### src/rtl/telemetry_frame_encoder_if.sv
`default_nettype none
// ============================================================================
// Module   : telemetry_frame_encoder_if
// Brief    : Control, telemetry and character-read bundle for the encoder.
// Revision : 1.0
// ============================================================================
interface telemetry_frame_encoder_if #(
   parameter int NUM_SIGNALS = 7,
   parameter int VALUE_WIDTH = 9,
   parameter int BASE        = 10
);
   function automatic int calc_cols(input int vw, input int b);
      longint p;
      int     n;
      p = longint'(b);
      n = 1;
      for (int i = 0; i < 32; i++) begin
         if (p < (longint'(1) << vw)) begin
            p = p * longint'(b);
            n = n + 1;
         end
      end
      return n;
   endfunction

   localparam int NUM_COLS = calc_cols(VALUE_WIDTH, BASE);
   localparam int ROW_W    = (NUM_SIGNALS > 1) ? $clog2(NUM_SIGNALS) : 1;
   localparam int COL_W    = (NUM_COLS > 1) ? $clog2(NUM_COLS) : 1;

   logic                                    frame_start;
   logic                                    freeze;
   logic                                    peak_clear;
   logic [NUM_SIGNALS-1:0][VALUE_WIDTH-1:0] telemetry_values;
   logic [ROW_W-1:0]                        rd_row;
   logic [COL_W-1:0]                        rd_col;
   logic [7:0]                              rd_char;
   logic                                    busy;
   logic                                    frame_done;
   logic                                    overrun;

   modport master (
      output frame_start, freeze, peak_clear, telemetry_values, rd_row, rd_col,
      input  rd_char, busy, frame_done, overrun
   );

   modport slave (
      input  frame_start, freeze, peak_clear, telemetry_values, rd_row, rd_col,
      output rd_char, busy, frame_done, overrun
   );
endinterface
`default_nettype wire

### src/rtl/telemetry_frame_encoder.sv
`default_nettype none
// ============================================================================
// Module   : telemetry_frame_encoder
// Brief    : Snapshots telemetry values and renders them as double-buffered
//            ASCII digits, one digit per clock.
// Revision : 1.0
// ============================================================================
module telemetry_frame_encoder #(
   parameter int NUM_SIGNALS = 7,
   parameter int VALUE_WIDTH = 9,
   parameter int BASE        = 10,
   parameter int ZERO_BLANK  = 0,
   parameter int PEAK_HOLD   = 0
) (
   input  wire logic                clk,
   input  wire logic                reset,
   telemetry_frame_encoder_if.slave bus
);
   function automatic int calc_cols(input int vw, input int b);
      longint p;
      int     n;
      p = longint'(b);
      n = 1;
      for (int i = 0; i < 32; i++) begin
         if (p < (longint'(1) << vw)) begin
            p = p * longint'(b);
            n = n + 1;
         end
      end
      return n;
   endfunction

   localparam int NUM_COLS = calc_cols(VALUE_WIDTH, BASE);
   localparam int ROW_W    = (NUM_SIGNALS > 1) ? $clog2(NUM_SIGNALS) : 1;
   localparam int COL_W    = (NUM_COLS > 1) ? $clog2(NUM_COLS) : 1;
   localparam int EW       = VALUE_WIDTH + 5;

   localparam logic [1:0] S_IDLE    = 2'd0;
   localparam logic [1:0] S_LOAD    = 2'd1;
   localparam logic [1:0] S_CONVERT = 2'd2;
   localparam logic [1:0] S_COMMIT  = 2'd3;

   logic [1:0]             r_state;
   logic                   r_front_sel;
   logic [ROW_W-1:0]       r_row;
   logic [COL_W-1:0]       r_dig;
   logic [VALUE_WIDTH-1:0] r_tmp;
   logic [7:0]             r_rd_char;
   logic                   r_frame_done;
   logic                   r_overrun;
   logic [VALUE_WIDTH-1:0] r_shadow [NUM_SIGNALS];
   logic [VALUE_WIDTH-1:0] r_peak   [NUM_SIGNALS];
   logic [7:0]             r_buf0   [NUM_SIGNALS][NUM_COLS];
   logic [7:0]             r_buf1   [NUM_SIGNALS][NUM_COLS];

   logic [VALUE_WIDTH-1:0] w_max [NUM_SIGNALS];
   logic [VALUE_WIDTH-1:0] w_cur;
   logic [EW-1:0]          w_ext;
   logic [VALUE_WIDTH-1:0] w_next_tmp;
   logic [3:0]             w_digit;
   logic [7:0]             w_char;
   logic [COL_W-1:0]       w_col;

   // A clear arriving with the load wins, so max(0, value) = value.
   always_comb begin
      for (int s = 0; s < NUM_SIGNALS; s++) begin
         if (bus.peak_clear || (bus.telemetry_values[s] > r_peak[s]))
            w_max[s] = bus.telemetry_values[s];
         else
            w_max[s] = r_peak[s];
      end
   end

   assign w_cur      = (r_dig == '0) ? r_shadow[r_row] : r_tmp;
   assign w_ext      = EW'(w_cur);
   assign w_next_tmp = VALUE_WIDTH'(w_ext / EW'(BASE));
   assign w_digit    = 4'(w_ext % EW'(BASE));
   assign w_col      = COL_W'(NUM_COLS - 1) - r_dig;

   always_comb begin
      if ((ZERO_BLANK != 0) && (r_dig != '0) && (w_cur == '0))
         w_char = 8'h20;
      else if (w_digit < 4'd10)
         w_char = 8'h30 + {4'h0, w_digit};
      else
         w_char = 8'h37 + {4'h0, w_digit};
   end

   always_ff @(posedge clk or negedge reset) begin
      if (!reset) begin
         r_state      <= S_IDLE;
         r_front_sel  <= 1'b0;
         r_row        <= '0;
         r_dig        <= '0;
         r_tmp        <= '0;
         r_frame_done <= 1'b0;
         r_overrun    <= 1'b0;
      end else begin
         r_frame_done <= 1'b0;
         if (bus.frame_start && (r_state != S_IDLE))
            r_overrun <= 1'b1;
         case (r_state)
            S_IDLE: begin
               if (bus.frame_start && !bus.freeze)
                  r_state <= S_LOAD;
            end
            S_LOAD: begin
               r_row   <= '0;
               r_dig   <= '0;
               r_state <= S_CONVERT;
            end
            S_CONVERT: begin
               r_tmp <= w_next_tmp;
               if (r_dig == COL_W'(NUM_COLS - 1)) begin
                  r_dig <= '0;
                  if (r_row == ROW_W'(NUM_SIGNALS - 1))
                     r_state <= S_COMMIT;
                  else
                     r_row <= r_row + ROW_W'(1);
               end else begin
                  r_dig <= r_dig + COL_W'(1);
               end
            end
            default: begin
               r_front_sel  <= ~r_front_sel;
               r_frame_done <= 1'b1;
               r_state      <= S_IDLE;
            end
         endcase
      end
   end

   always_ff @(posedge clk or negedge reset) begin
      if (!reset) begin
         for (int s = 0; s < NUM_SIGNALS; s++) begin
            r_shadow[s] <= '0;
            r_peak[s]   <= '0;
         end
      end else if (r_state == S_LOAD) begin
         for (int s = 0; s < NUM_SIGNALS; s++) begin
            r_peak[s]   <= w_max[s];
            r_shadow[s] <= (PEAK_HOLD != 0) ? w_max[s] : bus.telemetry_values[s];
         end
      end else if (bus.peak_clear) begin
         for (int s = 0; s < NUM_SIGNALS; s++)
            r_peak[s] <= '0;
      end
   end

   always_ff @(posedge clk or negedge reset) begin
      if (!reset) begin
         for (int s = 0; s < NUM_SIGNALS; s++) begin
            for (int c = 0; c < NUM_COLS; c++) begin
               r_buf0[s][c] <= 8'h2D;
               r_buf1[s][c] <= 8'h2D;
            end
         end
      end else if (r_state == S_CONVERT) begin
         if (r_front_sel)
            r_buf0[r_row][w_col] <= w_char;
         else
            r_buf1[r_row][w_col] <= w_char;
      end
   end

   always_ff @(posedge clk or negedge reset) begin
      if (!reset)
         r_rd_char <= 8'h20;
      else if ((int'(bus.rd_row) >= NUM_SIGNALS) || (int'(bus.rd_col) >= NUM_COLS))
         r_rd_char <= 8'h20;
      else if (r_front_sel)
         r_rd_char <= r_buf1[bus.rd_row][bus.rd_col];
      else
         r_rd_char <= r_buf0[bus.rd_row][bus.rd_col];
   end

   assign bus.rd_char    = r_rd_char;
   assign bus.busy       = (r_state != S_IDLE);
   assign bus.frame_done = r_frame_done;
   assign bus.overrun    = r_overrun;
endmodule
`default_nettype wire

### src/flat_wrapper.sv
// flat-port wrapper written by rule: the top's interface ports become plain ports
module telemetry_frame_encoder_flat 
#(
   parameter int NUM_SIGNALS = 7,
   parameter int VALUE_WIDTH = 9,
   parameter int BASE        = 10,
   parameter int ZERO_BLANK  = 0,
   parameter int PEAK_HOLD   = 0
)
  (clk, reset, bus_frame_start, bus_freeze, bus_peak_clear, bus_telemetry_values, bus_rd_row, bus_rd_col, bus_rd_char, bus_busy, bus_frame_done, bus_overrun);
  telemetry_frame_encoder_if #(.NUM_SIGNALS(NUM_SIGNALS), .VALUE_WIDTH(VALUE_WIDTH), .BASE(BASE)) bus_i ();
  input  wire logic clk;
  input  wire logic reset;
  input wire logic [$bits(bus_i.frame_start)-1:0] bus_frame_start;
  input wire logic [$bits(bus_i.freeze)-1:0] bus_freeze;
  input wire logic [$bits(bus_i.peak_clear)-1:0] bus_peak_clear;
  input wire logic [$bits(bus_i.telemetry_values)-1:0] bus_telemetry_values;
  input wire logic [$bits(bus_i.rd_row)-1:0] bus_rd_row;
  input wire logic [$bits(bus_i.rd_col)-1:0] bus_rd_col;
  output wire logic [$bits(bus_i.rd_char)-1:0] bus_rd_char;
  output wire logic [$bits(bus_i.busy)-1:0] bus_busy;
  output wire logic [$bits(bus_i.frame_done)-1:0] bus_frame_done;
  output wire logic [$bits(bus_i.overrun)-1:0] bus_overrun;
  assign bus_i.frame_start = bus_frame_start;
  assign bus_i.freeze = bus_freeze;
  assign bus_i.peak_clear = bus_peak_clear;
  assign bus_i.telemetry_values = bus_telemetry_values;
  assign bus_i.rd_row = bus_rd_row;
  assign bus_i.rd_col = bus_rd_col;
  assign bus_rd_char = bus_i.rd_char;
  assign bus_busy = bus_i.busy;
  assign bus_frame_done = bus_i.frame_done;
  assign bus_overrun = bus_i.overrun;
  telemetry_frame_encoder #(.NUM_SIGNALS(NUM_SIGNALS), .VALUE_WIDTH(VALUE_WIDTH), .BASE(BASE), .ZERO_BLANK(ZERO_BLANK), .PEAK_HOLD(PEAK_HOLD)) u_core (.clk(clk), .reset(reset), .bus(bus_i));
endmodule
### config.mk
export PLATFORM = sky130hd
export DESIGN_NAME = telemetry_frame_encoder_flat
export DESIGN_NICKNAME = d
export VERILOG_FILES = /design/src/rtl/telemetry_frame_encoder_if.sv /design/src/rtl/telemetry_frame_encoder.sv /design/src/flat_wrapper.sv
export SDC_FILE = /design/constraint.sdc
export NUM_CORES = 1
export LEC_CHECK = 0
export CAP_MARGIN = 20
export CORE_MARGIN = 1.5
export CORE_UTILIZATION = 45
export DETAILED_ROUTE_END_ITERATION = 8
export PLACE_DENSITY_LB_ADDON = 0.25
export SKIP_CTS_REPAIR_TIMING = 1
export SYNTH_ARGS = -nofsm -noshare
export SYNTH_HDL_FRONTEND = slang
export SYNTH_SLANG_ARGS = --single-unit
### constraint.sdc
create_clock -name clk -period 5.8 [get_ports clk]
set_input_delay 1.74 -clock clk [delete_from_list [all_inputs] [get_ports clk]]
set_output_delay 1.74 -clock clk [all_outputs]
set_load 0.01 [all_outputs]
=== Word-level counts from Yosys, hierarchy flattened ===
Index checks and enable logic that the tools add are counted.

* Div/mod/pow operators: 2
* Reductions and logical operators: 15
* Bitwise gates (word level): 5
* Multiplexer cells: 35
* $add $sub $neg: 5
* Shift operators: 0
* Multipliers: 0
* $lt $le $gt $ge: 9
* Eq/ne operators: 8

{| class="wikitable"
|+ Operators by type and width
! operator !! number
|-
| bitwise mux 168 bit || 2
|-
| binary-select mux 24 bit (select 3 bit) || 2
|-
| two-way mux 24 bit || 5
|-
| demux 24 bit (select 3 bit) || 1
|-
| two-way mux 8 bit || 8
|-
| binary-select mux 8 bit (select 2 bit) || 2
|-
| binary-select mux 9 bit (select 3 bit) || 1
|-
| two-way mux 9 bit || 3
|-
| demux 8 bit (select 2 bit) || 1
|-
| adder 6 x 4 -> 7 bit, first input constant || 2
|-
| divider 9 x 4 -> 14 bit, second input constant || 1
|-
| remainder unit 9 x 4 -> 14 bit, second input constant || 1
|-
| >= comparator 3 bit, second input constant || 3
|-
| >= comparator 4 bit, second input constant || 2
|-
| two-way mux 2 bit || 4
|-
| NOT 3 -> 4 bit || 2
|-
| two-way mux 3 bit || 2
|-
| != test 2 x 1 -> 1 bit, second input constant || 3
|-
| NOT 2 -> 3 bit || 2
|-
| case mux 2 bit (3 select lines) || 1
|-
| case mux 3 bit (2 select lines) || 1
|-
| AND reduction 3 bit || 2
|-
| equality test 2 bit, second input constant || 2
|-
| logical AND 1 bit || 4
|-
| other kinds (19) || 22
|}

* Memory bits (read-only): 0
* Latch bits: 0
* Bits of input ports: 73
* Register bits after elaboration: 426
* Output and inout port bits: 11
* Memories: 0
* Memory bits (writable): 0

=== Depth between registers and ports, before layout ===
* Word-level depth: 9
* Gate-level depth with buffers: 25
* Mapped depth without buffers: 19

=== Worst setup path before layout ===
No wires, ideal clock.

* Path type: register -> register
* Start: reg u_core.r_row[1]
* End: reg u_core.r_buf0[12] in the netlist's numbering
* Library setup time: 0.064 ns
* Setup slack: 1.244 ns
* Stages on the path, launching flop included: 22
* Arrival: 4.492 ns
* Cell sequence: dfrtp_1 > buf_4 > buf_6 > mux4_2 > mux2_2 > buf_6 > nand3_1 > a31oi_2 > o41a_1 > and2_1 > buf_2 > a21oi_1 > nor2_1 > xnor2_1 > ha_1 > o21ai_0 > a311oi_1 > o21ai_2 > nand2_2 > buf_2 > buf_4 > mux2_2

* Cells in the longest elaborated chain, start to end: 9
* Elaborated cells between the ends (all ways): 16
* Those cells by class: add/sub: 2; div: 1; order compare: 3; mux: 8; bitwise: 1; reduce/logical: 1

{| class="wikitable"
|+ Ends and longest elaborated chain
! what !! RTL line !! text
|-
| start, declared || telemetry_frame_encoder.sv:45 || <nowiki>logic [ROW_W-1:0] r_row;</nowiki>
|-
| start signal, assigned || telemetry_frame_encoder.sv:119 || <nowiki>r_row <= r_row + ROW_W'(1);</nowiki>
|-
| NOT 3 -> 4 bit (not written as such) * || telemetry_frame_encoder.sv:74, telemetry_frame_encoder.sv:160 ||
|-
| binary-select mux 9 bit (select 3 bit) || telemetry_frame_encoder.sv:74 || <nowiki>assign w_cur = (r_dig == '0) ? r_shadow[r_row] : r_tmp;</nowiki>
|-
| two-way mux 9 bit (not written as such) (2 in series) || telemetry_frame_encoder.sv:74 ||
|-
| two-way mux 9 bit || telemetry_frame_encoder.sv:74 ||
|-
| remainder unit 9 x 4 -> 14 bit || telemetry_frame_encoder.sv:77 || <nowiki>assign w_digit = 4'(w_ext % EW'(BASE));</nowiki>
|-
| adder 6 x 4 -> 7 bit, or another cell as far along || telemetry_frame_encoder.sv:86 || <nowiki>w_char = 8'h37 + {4'h0, w_digit};</nowiki>
|-
| two-way mux 8 bit || telemetry_frame_encoder.sv:83 || <nowiki>else if (w_digit < 4'd10)</nowiki>
|-
| bitwise mux 168 bit * || telemetry_frame_encoder.sv:160 || <nowiki>r_buf0[r_row][w_col] <= w_char;</nowiki>
|-
| end signal, assigned by index || telemetry_frame_encoder.sv:160 ||
|-
| end, declared || telemetry_frame_encoder.sv:53 || <nowiki>logic [7:0] r_buf0 [NUM_SIGNALS][NUM_COLS];</nowiki>
|}

Every way passes the cells marked *; elsewhere a longest branch is shown, timed or not. The select of a mux whose other input is x is not followed.
A chain may end at the register's enable or synchronous reset.

=== Final worst setup path ===
* Start: reg u_core.r_row[2]
* End: reg u_core.r_buf0[118] in the netlist's numbering

Same word-level chain as after synthesis.

==> reports/qor.yml <==
timing:
  totalNegativeSetupSlack_ns: 0
  clock-skew-final_ns: 0.02295
  final.period_utilization_pct: 91.94
  timing.final.hold_violations: 0
  timing.slew.headroom_pct: 33.13
  report.final.setup_viol: 0
  finalWorstPathRequiredPeriod_ns: 5.332
  clock.fmax_mhz: 187.5
  tightestPinTransition_ns: 1.003
  rsz0062_at_grt: "no"
  timing_max_transition_violations_final: 0
yosys:
  synth_cells: 1735
  seq_area_frac_synth_pct: 53.23
  post_synthesis_cell_area_mm2: 0.01826
  async_reset_ff_share_pct: 100.0
  synth_warnings: 0
  ys_seq_elements: 380
  synth_enable_flop_cells: 0
  dominantRegCellSynth: "dfrtp_1"
  avgSynthCellArea_um2: 10.53
  synth.distinct_cells: 84
  syn-num-nets: 1816
critical_path:
  critical_path_class: "reg -> reg"
  timing.critical_path.required_ns: 6.21
  arrival_ns: 5.75
  timing.critical_path.from_type: "flop"
  end_kind: "flop"
  worst-path-max-fanout: 78
floorplanning:
  floorplan.die.width_um: 204.4
  initial_utilization_pct: 45.75
  core-area_mm2: 0.03991
  i_o_pin_cnt: 84
  core.rowCount: 73
  floorplan.die_area_mm2: 0.04180
  die_y_um: 204.4
clocking:
  cts_max_level: 2
  clock_sinks: 380
  clk_root_buffer_cell: "clkbuf_16"
  cts-root-to-sink-buffers: 3
  tritoncts.num_buffers: 43
  worst_skew_pair.late_latency_ns: 0.57
  tritoncts_clock_tree: "done"
  worst_setup_hold_path_clk_slew_ns: 0.06
flow_run:
  maximum_capacitance_violations: 0
placement:
  dpl-instance-area_mm2: 0.01954
  hpwlAfterDp_um: 28630
  dp_cells: 2231
  routabilityCongestion: 0.8859
  io_buffer_count: 81
power:
  cellInternalPower_uw: 6899
  power_per_cell_area_mw_per_mm2: 619.4
  leakage_uw: 0.008148
  swShare_pct: 46.65
  p_total_uw: 12930
  power.clock.fraction_pct: 19.9
  comb_power_share_pct: 53.7
  power.ir.vdd_worst_uv: 956.7
  net_switching_power_uw: 6034
  p_seq_share_pct: 26.4
global_routing:
  largest_net_degree_at_the_start_of_global_routing: 119
  track_usage_pct: 22.39
  first_pass_grt_wire_length_um: 73440
  vias_in_the_first_global_route: 13100
  grt_antenna_before_repair: 0
  global_route.overflow_total: 0
final_layout:
  fin_area_mm2: 0.02088
  antenna_cells: 0
  area.sequential_mm2: 0.009723
  area.growth.synth_to_final_pct: 14.33
  n_fill_cell: 3483
  post_route_cells_drive_above_1_share_pct: 25.38
  multi_input_area_mm2: 0.007911
  final_cells: 2310
  layout.nets: 1832
status:
  status: "completed"
route:
  drcViolationCount: 0
  drt-total-wl_um: 44710
  drt_first_iter_violations: 981
  via_per_inst: 5.637
  ant_nets: 0
  routedWlPerCell_um: 19.36
  detail_route.first_pass.iterations: 5
  overall_via_count_from_detail_route: 13020
worst_hold_path:
  min-delay-path-class: "reg -> reg"
layout make-up:
type | instances | area share [%]
Sequential cell | 380 | 46.57
Multi-Input combinational cell | 1195 | 37.89
Clock buffer | 70 | 5.927
Timing Repair Buffer | 119 | 5.825
Tap cell | 525 | 3.146
Clock inverter | 9 | 0.4255
Inverter | 12 | 0.2157
cells by family after synthesis:
family	synth area share, %
compound gates	16.02
simple gates	10.99
flops	53.23
mux	15.19
buf+inv	3.714
fa+ha+maj	0.6030
xor+xnor	0.2330
other cells	0.02054
power by group through the flow:
stage | clock network [uW] | logic [uW] | registers, uW
detailed placement | 0 | 6900 | 3450
global placement | 0 | 6790 | 3430
finish | 2580 | 6940 | 3410
global route | 2770 | 7580 | 3470
floorplan | 0 | 4450 | 3350
CTS | 2650 | 6910 | 3410
path summary, 6_finish.rpt:
path                                               startpoint                              end  slack (ns)  depth (start not counted)
worst max-delay path              u_core.r_row[2]$_DFFE_PN0P_   u_core.r_buf0[118]$_DFFE_PN0P_        0.47                         19
worst min-delay path            u_core.r_buf0[90]$_DFFE_PN1P_    u_core.r_buf0[90]$_DFFE_PN1P_        0.46                          2
worst max register to register    u_core.r_row[2]$_DFFE_PN0P_   u_core.r_buf0[118]$_DFFE_PN0P_        0.47                         19
worst min register to register  u_core.r_buf0[90]$_DFFE_PN1P_    u_core.r_buf0[90]$_DFFE_PN1P_        0.46                          2
max in group asynchronous                               reset  u_core.r_shadow[57]$_DFFE_PN0N_        3.64                          2
min in group asynchronous                               reset    u_core.r_buf1[25]$_DFFE_PN0P_        1.13                          1
cell usage in the layout, fill, tap and decap left out, drive strengths merged, types with 3 or more instances in the layout:
cell	instances
buf	42
clkbuf	70
o211ai	45
dfstp	169
and3	4
a211oi	8
and2	9
a21oi	22
mux2i	52
nand3	16
o21a	5
or2	4
nor2	43
clkdlybuf4s50	77
inv	14
a22oi	18
o22ai	5
o21ai	320
a221oi	7
mux4	45
a31oi	19
dfrtp	211
ha	8
nor3b	3
clkinv	6
mux2	109
a22o	8
nand2	373
and3b	3
nor2b	9
nor3	13
o221ai	4
per-layer routing:
metal / wire [um] / up-vias / track usage, % / share of wire (%)
li1: - / 6178 / - / -
met1: 20300 / 6450 / 30.88 / 45
met2: 20790 / 331 / 35.88 / 47
met3: 2625 / 62 / 4.608 / 5.9
met4: 995 / 0 / 6.119 / 2.2
met5: 0 / - / 0 / 0
critical path: stages (launching register included):
cell       delay (ns)
dfrtp_2          0.52
buf_4            0.30
mux2i_1          0.13
a22o_1           0.31
nor2_2           0.36
nand2_1          0.22
and2_1           0.24
a2111oi_1        0.38
o41a_1           0.32
and2_1           0.30
a21oi_1          0.06
nor2_1           0.16
xnor2_1          0.09
ha_1             0.37
o21ai_0          0.13
a311oi_2         0.43
o21ai_2          0.22
nand2_2          0.14
buf_12           0.31
o21ai_0          0.15
synth_stat cells, types with 5 or more instances:
cell type / instances / area share (%)
o21a_1: 5 / 0.21
nor2b_1: 8 / 0.27
a31oi_1: 18 / 0.62
a22o_1: 8 / 0.38
and2_1: 7 / 0.24
dfrtp_1: 211 / 29
a21oi_1: 22 / 0.60
nand2_1: 372 / 7.6
ha_1: 8 / 0.55
o22ai_1: 5 / 0.17
mux2i_1: 51 / 2.8
buf_1: 16 / 0.33
inv_1: 12 / 0.25
dfstp_2: 169 / 24
nor3_1: 12 / 0.33
mux4_2: 45 / 5.5
o211ai_1: 45 / 1.8
a22oi_1: 18 / 0.74
buf_4: 7 / 0.29
clkbuf_1: 104 / 2.1
mux2_2: 108 / 6.7
o21ai_0: 268 / 7.3
buf_2: 13 / 0.36
nor2_1: 42 / 0.86
o21ai_1: 49 / 1.3
nand3_1: 16 / 0.44
a211oi_1: 8 / 0.33
registers in the layout (all words and copies together) (netlist names):
name and flops:
u_core.bus.rd_char 7, u_core.bus.frame_done 1, u_core.bus.overrun 1, u_core.r_buf1 147
u_core.r_row 3, u_core.r_state 2, u_core.r_front_sel 1, u_core.r_shadow 63
u_core.r_tmp 6, u_core.r_buf0 147, u_core.r_dig 2
stage by stage:
step           utilization, %  setup slack, ns  hold WS (ns)
6_report                52.31           0.4676        0.4606
3_3_place_gp            48.96           0.1877        0.4465
2_1_floorplan               -            1.244        0.4432
4_1_cts                 52.28          0.09308        0.4628
3_5_place_dp            48.96           0.1017        0.4470
5_1_grt                 52.31          0.04634        0.4746
Power figures use the tool's default switching activity.
==> variant: new RTL, config.mk and constraints unchanged <==
`VALUE_WIDTH` is set to 9 in 3 places; all go to 18.
--- a/src/rtl/telemetry_frame_encoder_if.sv
+++ b/src/rtl/telemetry_frame_encoder_if.sv
@@ -6,7 +6,7 @@
 // ============================================================================
 interface telemetry_frame_encoder_if #(
    parameter int NUM_SIGNALS = 7,
-   parameter int VALUE_WIDTH = 9,
+   parameter int VALUE_WIDTH = 18,
    parameter int BASE        = 10
 );
    function automatic int calc_cols(input int vw, input int b);
--- a/src/rtl/telemetry_frame_encoder.sv
+++ b/src/rtl/telemetry_frame_encoder.sv
@@ -7,7 +7,7 @@
 // ============================================================================
 module telemetry_frame_encoder #(
    parameter int NUM_SIGNALS = 7,
-   parameter int VALUE_WIDTH = 9,
+   parameter int VALUE_WIDTH = 18,
    parameter int BASE        = 10,
    parameter int ZERO_BLANK  = 0,
    parameter int PEAK_HOLD   = 0
--- a/src/flat_wrapper.sv
+++ b/src/flat_wrapper.sv
@@ -2,7 +2,7 @@
 module telemetry_frame_encoder_flat 
 #(
    parameter int NUM_SIGNALS = 7,
-   parameter int VALUE_WIDTH = 9,
+   parameter int VALUE_WIDTH = 18,
    parameter int BASE        = 10,
    parameter int ZERO_BLANK  = 0,
    parameter int PEAK_HOLD   = 0
Interface: changed (resized bus_rd_col and bus_telemetry_values); port bits go from 84 to 148. The function was not compared with the original's and may differ.
==> variant against the original RTL <==
The flow now finishes with violations (negative setup slack). Synthesized cell count is 96% higher. Routed wire length rose by 130%. Cell area is 110% higher. Sequential cell count increased by 367. Area after synthesis increased by 98%. Setup slack got worse by 2.0 ns. Worst hold slack barely moved. Critical path depth increased by 13.
Power is left out: the tool's default activity adds up to more than one toggle a clock period on the data nets, which glitch-free logic cannot reach.
==> variant: results (changes against the original RTL) <==
outcome:
  outcome: "finished, violations left"
  violations: "negative setup slack"
synth:
  synth_common_cells: "nand2_1 (710), o21ai_0 (572), dfrtp_1 (410), dfstp_2 (337), mux2_2 (224)"
  synth_seq_area_share_pct: 52.97  # -0.26 points
  syn-num-nets: 3549  # +95%
  ys_warn_count: 0  # unchanged
  synth_cell_types: 101  # +20%
  synthArstFlopShare_pct: 100.0  # unchanged
  synthTopCellsByArea: "dfrtp_1 (28%), dfstp_2 (25%), o21ai_0 (7.9%)"
place:
  hpwl_um: 62730  # +120%
  numPortBuffers: 145  # +79%
  place_congestion: 0.8700  # -1.8%
cts:
  clock_latency_ns: 0.63  # +0.06 ns
  h-tree-depth: 3  # +1
  cts_buffer_depth: 3  # unchanged
  clk_pin_slew_ns: 0.06  # about the same
  cts_root_buf: "clkbuf_16"
  numCtsBuffers: 82  # +91%
cells_and_area:
  drive_above_1_share_pct: 34.96  # +9.6 points
  diodes: 0  # unchanged
  fill_cells: 6769  # +94%
  layout.nets: 3804  # +110%
  reg.largest.list: "u_core.r_buf0 x294, u_core.r_buf1 x294, u_core.r_shadow x126"
worst_setup_path:
  slowest_stage: "dfrtp_4"
  crit_path_max_incr_delay_ns: 0.53
  cp_max_fo: 14  # -82%
global_route:
  grt_pass1_vias: 26440  # +100%
  grt_max_degree: 117  # -1.7%
  antenna_found_initial: 2  # +2
  grt_pass1_wl_um: 151100  # +110%
  track_usage_pct: 23.37  # +0.99 points
sta:
  clock-skew-final_ns: 0.02296  # +0.000004400 ns
  tns_ns: -789.72  # -789.72 ns
  final.setup.worst_slack_ns: -1.554  # -2.022 ns
  worst_slew_pin_slew_ns: 1.102  # +0.09906 ns
  setup_violations: 589  # +589
detailed_routing:
  vias: 27020  # +110%
  routed_wl_um: 100800  # +130%
  drtPass1Iterations: 5  # unchanged
  drt_iter0_markers: 2047  # +110%
min_path:
  holdCritPathClass: "reg2reg"
variant: cell types whose count changed in the layout (fill, tap and decap cells not counted), sizes merged, moves of 46 or more:
cell	change
a21oi	+66
buf	+265
clkbuf	+80
clkdlybuf4s50	+63
dfrtp	+199
dfstp	+168
mux2	+117
mux2i	+101
mux4	+46
nand2	+337
o21ai	+269
variant: path summary, 6_finish.rpt:
path	from	end	slack (ns)	cells past startpoint
worst max-delay path	u_core.r_row[2]$_DFFE_PN0P_	u_core.r_buf0[98]$_DFFE_PN1P_	-1.55	32
worst min-delay path	u_core.r_buf1[114]$_DFFE_PN1P_	u_core.r_buf1[114]$_DFFE_PN1P_	0.46	2
worst max register to register	u_core.r_row[2]$_DFFE_PN0P_	u_core.r_buf0[98]$_DFFE_PN1P_	-1.55	32
worst min register to register	u_core.r_buf1[114]$_DFFE_PN1P_	u_core.r_buf1[114]$_DFFE_PN1P_	0.46	2
max in group asynchronous	reset	u_core.r_buf0[132]$_DFFE_PN0P_	3.44	2
min in group asynchronous	reset	u_core.r_buf0[262]$_DFFE_PN0P_	1.15	1
variant: layer usage:
layer / track usage (%) / routed length, um
met4: 6.534 / 2832
met5: 0 / 22
met2: 38.32 / 48390
met1: 32.04 / 43770
met3: 4.006 / 5774
variant: stage by stage:
step	cells	util, %	worst slack (ns)	hold slack [ns]	area, um2
after global placement	4558	50.81	-1.437	0.4519	40200
after floorplan	3402	-	-0.8322	0.4446	36400
final	4777	56.59	-1.554	0.4607	44780
after global routing	4777	56.59	-1.761	0.4742	44780
after CTS	4714	54.35	-1.622	0.4635	43010
after detailed placement	4560	50.82	-1.586	0.4476	40220
variant: critical path, delay by kind of cell, from the launching register on:
family	cells	cell delay, ns
multiplexers	5	0.82
adder cells (fa/ha/maj)	1	0.16
AND/OR/NAND/NOR	6	1.35
AO/OA/AOI/OAI	14	3.40
buffers and inverters	6	0.98
flip-flops	1	0.53
variant: logic make-up after synthesis:
kind of cell,Yosys count,share of synthesized area (%)
and+or+nand+nor,948,10.85
AOI/OAI and AO/OA,902,14.87
DFF,747,52.97
muxes,470,17.01
buffers and inverters,312,3.641
adders and majority gates,11,0.3779
xor gates and xnor gates,11,0.2670
other,1,0.01039
variant: layout make-up:
cell class                 count  area share [%]
clock buffer                 132           5.659
inverter                      18          0.1509
clock inverter                22          0.5812
sequential                   747           42.70
tap                         1050           2.934
timing repair buffer         465           10.59
multi-input combinational   2343           37.38
